File: src/rtl/spi_dc_tx_sched.sv
// spi_dc_tx_sched: round-robin scheduler sharing an SPI slave transmit path, plus receive status counters
module spi_dc_tx_sched #(
  parameter int NREQ = 4,
  parameter int DW = 8,
  parameter int START_LEN = 2,
  parameter int TMO = 4096,
  parameter int CNT_W = 8
) (
  input  logic                    clk,
  input  logic                    rst,
  input  logic                    en,
  input  logic [NREQ-1:0]         req_valid,
  input  logic [NREQ*DW-1:0]      req_data,
  output logic [NREQ-1:0]         req_ready,
  output logic                    slv_tx_en,
  output logic                    slv_rx_en,
  output logic                    slv_start,
  output logic [DW-1:0]           slv_din,
  input  logic                    slv_sed_qvld,
  input  logic                    slv_rec_qvld,
  input  logic                    slv_err_one,
  input  logic                    slv_err_mul,
  output logic                    busy,
  output logic [$clog2(NREQ)-1:0] grant_id,
  output logic                    done,
  output logic                    timeout,
  input  logic                    clr_cnt,
  output logic [CNT_W-1:0]        rx_cnt,
  output logic [CNT_W-1:0]        err1_cnt,
  output logic [CNT_W-1:0]        err2_cnt
);
  localparam int GW = $clog2(NREQ);
  localparam int TW = $clog2(TMO);
  localparam int SW = $clog2(START_LEN + 1);
  typedef enum logic [1:0] {IDLE, START, WAIT, DONE} state_t;
  state_t state, state_nx;
  logic [GW-1:0] rr, sel, idx;
  logic hit;
  logic [SW-1:0] scnt;
  logic [TW-1:0] tcnt;
  logic sed_q, rec_q;
  logic sed_edge, rec_edge;
  assign sed_edge = slv_sed_qvld & ~sed_q;
  assign rec_edge = slv_rec_qvld & ~rec_q;
  assign busy = state != IDLE;
  assign done = state == DONE;
  assign slv_start = state == START;
  // round-robin pick: scan downward so the nearest valid index after rr wins last
  always_comb begin
    sel = '0;
    hit = 1'b0;
    idx = '0;
    for (int k = NREQ; k >= 1; k--) begin
      idx = GW'((int'(rr) + k) % NREQ);
      if (req_valid[idx]) begin
        sel = idx;
        hit = 1'b1;
      end
    end
  end
  // next-state, accept strobe and timeout pulse
  always_comb begin
    state_nx = state;
    req_ready = '0;
    timeout = 1'b0;
    unique case (state)
      IDLE: if (en && hit && !rst) begin
        req_ready[sel] = 1'b1;
        state_nx = START;
      end
      START: state_nx = (scnt == SW'(START_LEN - 1)) ? WAIT : START;
      WAIT: if (sed_edge) state_nx = DONE;
        else if (tcnt == TW'(TMO - 1)) begin
          timeout = 1'b1;
          state_nx = IDLE;
        end
      DONE: state_nx = IDLE;
    endcase
  end
  // state register
  always_ff @(posedge clk) state <= rst ? IDLE : state_nx;
  // grant capture, enable lag, phase counters and sent-flag history
  always_ff @(posedge clk) begin
    if (rst) begin
      rr <= GW'(NREQ - 1);
      grant_id <= '0;
      slv_din <= '0;
      slv_tx_en <= 1'b0;
      slv_rx_en <= 1'b0;
      scnt <= '0;
      tcnt <= '0;
      sed_q <= 1'b0;
    end else begin
      slv_tx_en <= en;
      slv_rx_en <= en;
      sed_q <= slv_sed_qvld;
      if (state == IDLE && state_nx == START) begin
        slv_din <= req_data[sel*DW +: DW];
        grant_id <= sel;
        rr <= sel;
      end
      scnt <= (state == START) ? scnt + 1'b1 : '0;
      tcnt <= (state == WAIT) ? tcnt + 1'b1 : '0;
    end
  end
  // saturating receive/error counters; uncorrectable wins over corrected
  always_ff @(posedge clk) begin
    rec_q <= rst ? 1'b0 : slv_rec_qvld;
    if (rst || clr_cnt) begin
      rx_cnt <= '0;
      err1_cnt <= '0;
      err2_cnt <= '0;
    end else if (rec_edge) begin
      rx_cnt <= rx_cnt + CNT_W'(rx_cnt != '1);
      err2_cnt <= err2_cnt + CNT_W'(slv_err_mul && err2_cnt != '1);
      err1_cnt <= err1_cnt + CNT_W'(!slv_err_mul && slv_err_one && err1_cnt != '1);
    end
  end
endmodule

File: config.mk
export PLATFORM = sky130hd
export DESIGN_NAME = spi_dc_tx_sched
export DESIGN_NICKNAME = d
export VERILOG_FILES = /design/src/rtl/spi_dc_tx_sched.sv
export SDC_FILE = /design/constraint.sdc
export NUM_CORES = 1
export LEC_CHECK = 0
export CORE_MARGIN = 2
export CORE_UTILIZATION = 46
export DETAILED_ROUTE_END_ITERATION = 7
export PLACE_DENSITY = 0.84
export SYNTH_ARGS = -nofsm -noshare
export SYNTH_HDL_FRONTEND = slang
export SYNTH_SLANG_ARGS = --single-unit
File: constraint.sdc
create_clock -name clk -period 2.3 [get_ports clk]
set_clock_uncertainty 0.1 [all_clocks]
set_input_delay 0.46 -clock clk [delete_from_list [all_inputs] [get_ports clk]]
set_output_delay 0.46 -clock clk [all_outputs]
set_load 0.05 [all_outputs]
After elaboration in Yosys (flattened, before gate mapping)
Cells that the tools add are included.
{"block": "totals", "reg_bits": 55, "in_bits": 44, "out_inout_bits": 44, "elab_cells": 85}
{"block": "op_classes", "addsub": 9, "magnitude_cmp": 6, "n_eq_ne": 9, "n_shift": 1, "muxes": 28, "bitwise_logic": 6, "reduce_logical": 14}
{"cell": "32-bit by 6-bit variable part select with 8-bit output", "n": 1}
{"cell": "8-bit by 1-bit adder with 8-bit output", "n": 3}
{"cell": "8-bit inequality test (second input constant)", "n": 3}
{"cell": "2-bit 2-to-1 mux", "n": 8}
{"cell": "2-bit by 3-bit < comparator with 1-bit output (second input constant)", "n": 5}
{"cell": "12-bit by 1-bit adder with 12-bit output (second input constant)", "n": 1}
{"cell": "12-bit == test (second input constant)", "n": 1}
{"cell": "1-bit 2-to-1 mux", "n": 12}
{"cell": "1-bit binary-select mux with 2-bit select", "n": 4}
{"cell": "4-bit 2-to-1 mux", "n": 2}
{"cell": "2-bit one-hot mux with 4 select lines", "n": 1}
{"cell": "1-bit logical AND", "n": 7}
{"cell": "2-bit by 1-bit adder with 2-bit output (second input constant)", "n": 3}
{"cell": "2-bit by 1-bit == test with 1-bit output (second input constant)", "n": 3}
{"cell": "2-bit adder (second input constant)", "n": 2}
{"cell": "2-bit == test (second input constant)", "n": 2}
{"cell": "1-bit inverter", "n": 4}
{"cell": "2-bit OR reduction", "n": 2}
{"cell": "1-bit AND", "n": 2}
{"cell": "1-bit demux with 2-bit select", "n": 1}
{"cell": "2-bit by 1-bit greater-or-equal comparator with 1-bit output (second input constant)", "n": 1}
{"cell": "1-bit logical NOT", "n": 2}
{"cell": "2-bit logical NOT", "n": 1}
{"cell": "2-bit nonzero test", "n": 1}
{"cell": "1-bit logical OR", "n": 1}

Longest topological paths before layout
{"block": "depth", "word_depth": 13, "ltp_mapped": 9, "mapped_depth_nobuf": 9}

Worst setup path before layout
Ideal clock, no wire load.
{"block": "synth_path", "path_type": "register -> output", "start": "reg tcnt[0]", "end": "out timeout", "arrival_time_ps": 2035, "required_ps": 1740, "setup_slack_ps": -295, "path_stages_with_launch": 5, "path_buffers": 0, "cell_sequence": "dfxtp_1 -> ha_1 -> and3_1 -> nand4_1 -> nor3b_1"}
{"block": "synth_via", "elab_chain_cells": 4}
{"element": "start, declared", "line": "40", "rtl": "logic [TW-1:0] tcnt;"}
{"element": "start signal, assigned", "line": "103", "rtl": "tcnt <= (state == WAIT) ? tcnt + 1'b1 : '0;"}
{"element": "12-bit == test", "line": "73", "rtl": "else if (tcnt == TW'(TMO - 1)) begin"}
{"element": "1-bit 2-to-1 mux", "line": "73"}
{"element": "1-bit 2-to-1 mux", "line": "72", "rtl": "WAIT: if (sed_edge) state_nx = DONE;"}
{"element": "1-bit 2-to-1 mux", "line": "66", "rtl": "unique case (state)"}
{"element": "end, declared", "line": "26", "rtl": "output logic timeout,"}
Every way passes these cells.

Worst setup path in the final report
{"block": "layout_path", "start": "in rst", "end": "out req_ready[0]"}
{"block": "layout_via", "elab_chain_cells": 4}
{"element": "start, declared", "line": "10", "rtl": "input logic rst,"}
{"element": "1-bit logical NOT", "line": "67", "rtl": "IDLE: if (en && hit && !rst) begin"}
{"element": "1-bit logical AND", "line": "67"}
{"element": "4-bit 2-to-1 mux", "line": "67"}
{"element": "4-bit 2-to-1 mux", "line": "66"}
{"element": "end, declared", "line": "14", "rtl": "output logic [NREQ-1:0] req_ready,"}
Every way passes these cells.

==> reports/metrics.cfg <==
[worst_hold_path]
min_delay_path_depth=1
hp-start=scnt[0]
hold_path.class=register to register

[cts]
hold_buffers=0
tritoncts=built
clk_pin_slew_ns=0.10
cts_buffers=5
clock_sinks=55
htree_levels=2
ctsRootBufferMaster=clkbuf_8
clock_tree.buffer_depth=2
insertion_delay_ns=0.32

[drt]
postRouteAntennaNets=0
wl_per_cell_um=14.6
postRouteWirelength_mm=7.21
drc=0
dr.pass1.iters=4
drt_iter0_drc=91
detail_route.vias_per_cell=5.32
dr_total_vias=2624

[logic_synthesis]
synthesis.area_um2=2710
yosysWarnings=0
synth-edff-count=0
synth-async-reset-ratio_pct=0
synthesis.nets=365
seq_area_frac_synth_pct=40.7
netlist_instances=313
netlist_top_cells_count=dfxtp_1, nand2_1, nor2_1
synth_cell_types=46
synth.top_cell.area_share_pct=40.7
synth.largest_area_cell=dfxtp_1
netlist_top_cells_area=dfxtp_1, xor2_1, nand2_1, nor2_1, a211oi_1
synth.avg_cell_area_um2=8.65
synth.most_common_cell=dfxtp_1
ys_ff_latch=55
synthFlopType=dfxtp_1

[die]
ios=88
die_x_um=80.7
start_util_pct=48.3
die_h_um=80.7
die-area_um2=6520
core-area_um2=5610
row_count=27

[grt]
grt-ovfl-total=0
grt_pass1_wl_mm=11.6
grt_max_degree=25
antenna_found_initial=0
grt_usage_pct=22.7
grt_pass1_vias=2562

[critical_path]
end_kind=primary output
arrival_ns=1.77
timing.rr.start=rx_cnt[3]
crit_fanout=4
crit_start=rst
reg2regPathDepth=8
critical_path_class=input port to primary output
required_ns=1.74
worstSetupStartpointType=input port

[finish]
post-route-util_pct=72.0
antenna_cells=0
nets=472
drive_above_1_share_pct=19.7
num-fill-cells=436
final_area_um2=4040
area_delta_synth_final_pct=49.1

[timing]
max-slew-margin-rel_pct=62.0
final.setup.worst_slack_ns=-0.0332
hold_ws_ns=0.351
fin_tns_setup_ns=-0.0507
timing.final.crit_share_pct=101
period_minus_slack_ns=2.33
setup_viol=2
hold_viol_final=0
max_freq_mhz=429
maxSlewViolCount=0
tightest_slew_ns=0.568
rsz0062_at_grt=true

[power_and_ir_drop]
p_leak_nw=1.54
irDropWorstVdd_mv=0.251
internal-power_w=0.00143
pwr-share-comb_pct=23.9
powerDensity_nw_per_um2=510
switching_share_pct=30.7
clkPwrFrac_pct=27.3
p_sw_w=0.000632
seqPwrFrac_pct=48.7

[outcome]
status=finished, violations left
violations=negative setup slack

[place]
io_buffers=87
dpl.hpwl_mm=5.38
dpl_cell_area_um2=3810
gp_congestion=0.937

[run]
drv_cap=0

cell families (layout without fill, tap and decap cells):
family | after synthesis | after routing | share of synthesized area, %
compound gates | 65 | 65 | 18.9
xor+xnor | 22 | 22 | 7.12
buf+inv | 27 | 135 | 4.90
flops | 55 | 55 | 40.7
fa+ha+maj | 8 | 8 | 3.70
simple gates | 135 | 135 | 24.4
mux | 1 | 1 | 0.370
state kept, by name, summed over array words and instances, names as in the netlist:
name       count
scnt           2
err1_cnt       8
rx_cnt         8
state          2
slv_rx_en      1
rr             2
rec_q          1
tcnt          12
slv_din        8
err2_cnt       8
grant_id       2
sed_q          1
metal layers:
metal | share of wire (%) | routed length (um) | track usage (%) | vias up
li1 | - | - | - | 1305
met1 | 40 | 2880 | 24.7 | 1228
met2 | 52 | 3760 | 42.3 | 74
met3 | 5.0 | 363 | 4.83 | 17
met4 | 2.8 | 204 | 9.66 | 0
met5 | 0 | 0 | 0 | -
cell type report:
type	instances	area (um2)	share of cell area, %
Clock buffer	5	68.8	1.70
Clock inverter	3	25.0	0.620
Inverter	13	48.8	1.21
Multi-Input combinational cell	231	1570	38.8
Sequential cell	55	1120	27.8
Tap cell	72	90.1	2.23
Timing Repair Buffer	114	1110	27.6
through the flow:
stage / setup WS [ns] / instances / total power, W
2_1_floorplan: 0.0552 / 313 / 0.00129
3_3_place_gp: -0.249 / 481 / 0.00149
3_5_place_dp: -0.258 / 481 / 0.00150
4_1_cts: -0.0192 / 490 / 0.00207
5_1_grt: -0.104 / 493 / 0.00214
6_report: -0.0332 / 493 / 0.00206
critical path, stage by stage:
cell and delay (ns):
clkdlybuf4s15_1 0.23, nor4b_4 0.28, buf_4 0.16, o41ai_4 0.07
a21o_1 0.25, nor2_2 0.17, buf_12 0.15
placed cells by master (no fill, tap or decap), drive strengths merged, types with 3 or more instances in the layout:
master         count
xnor2              3
nor2b              6
a311oi             8
a211oi            16
nand2             44
inv               15
nor2              35
or2                3
xor2              19
nand3              4
or3                6
clkbuf             6
o21bai             9
and3               8
ha                 8
a21oi             15
nand4             13
dfxtp             55
buf               34
o21ai              7
and2               4
nand2b             4
clkdlybuf4s50     73
dlygate4sd2        5
power by group through the flow:
stage,sequential [W],clock [W],combinational (W)
after floorplan,0.00108,0,0.000206
after global placement,0.00102,0,0.000467
after detailed placement,0.00102,0,0.000475
after CTS,0.00100,0.000576,0.000486
after global routing,0.00101,0.000614,0.000522
final,0.00100,0.000563,0.000493
repair_timing:
action,4_1_cts,5_1_grt
setup buffers,1,3
pin swaps,4,3
endpoints found under the setup margin,5,5
gates resized for setup,27,11
gates cloned,0,0
worst paths after layout:
check                 end  slack, ns
max          req_ready[0]      -0.03
min               scnt[0]       0.35
max reg2reg     rx_cnt[6]       0.23
min reg2reg       scnt[0]       0.35
Power figures use the tool's default switching activity.
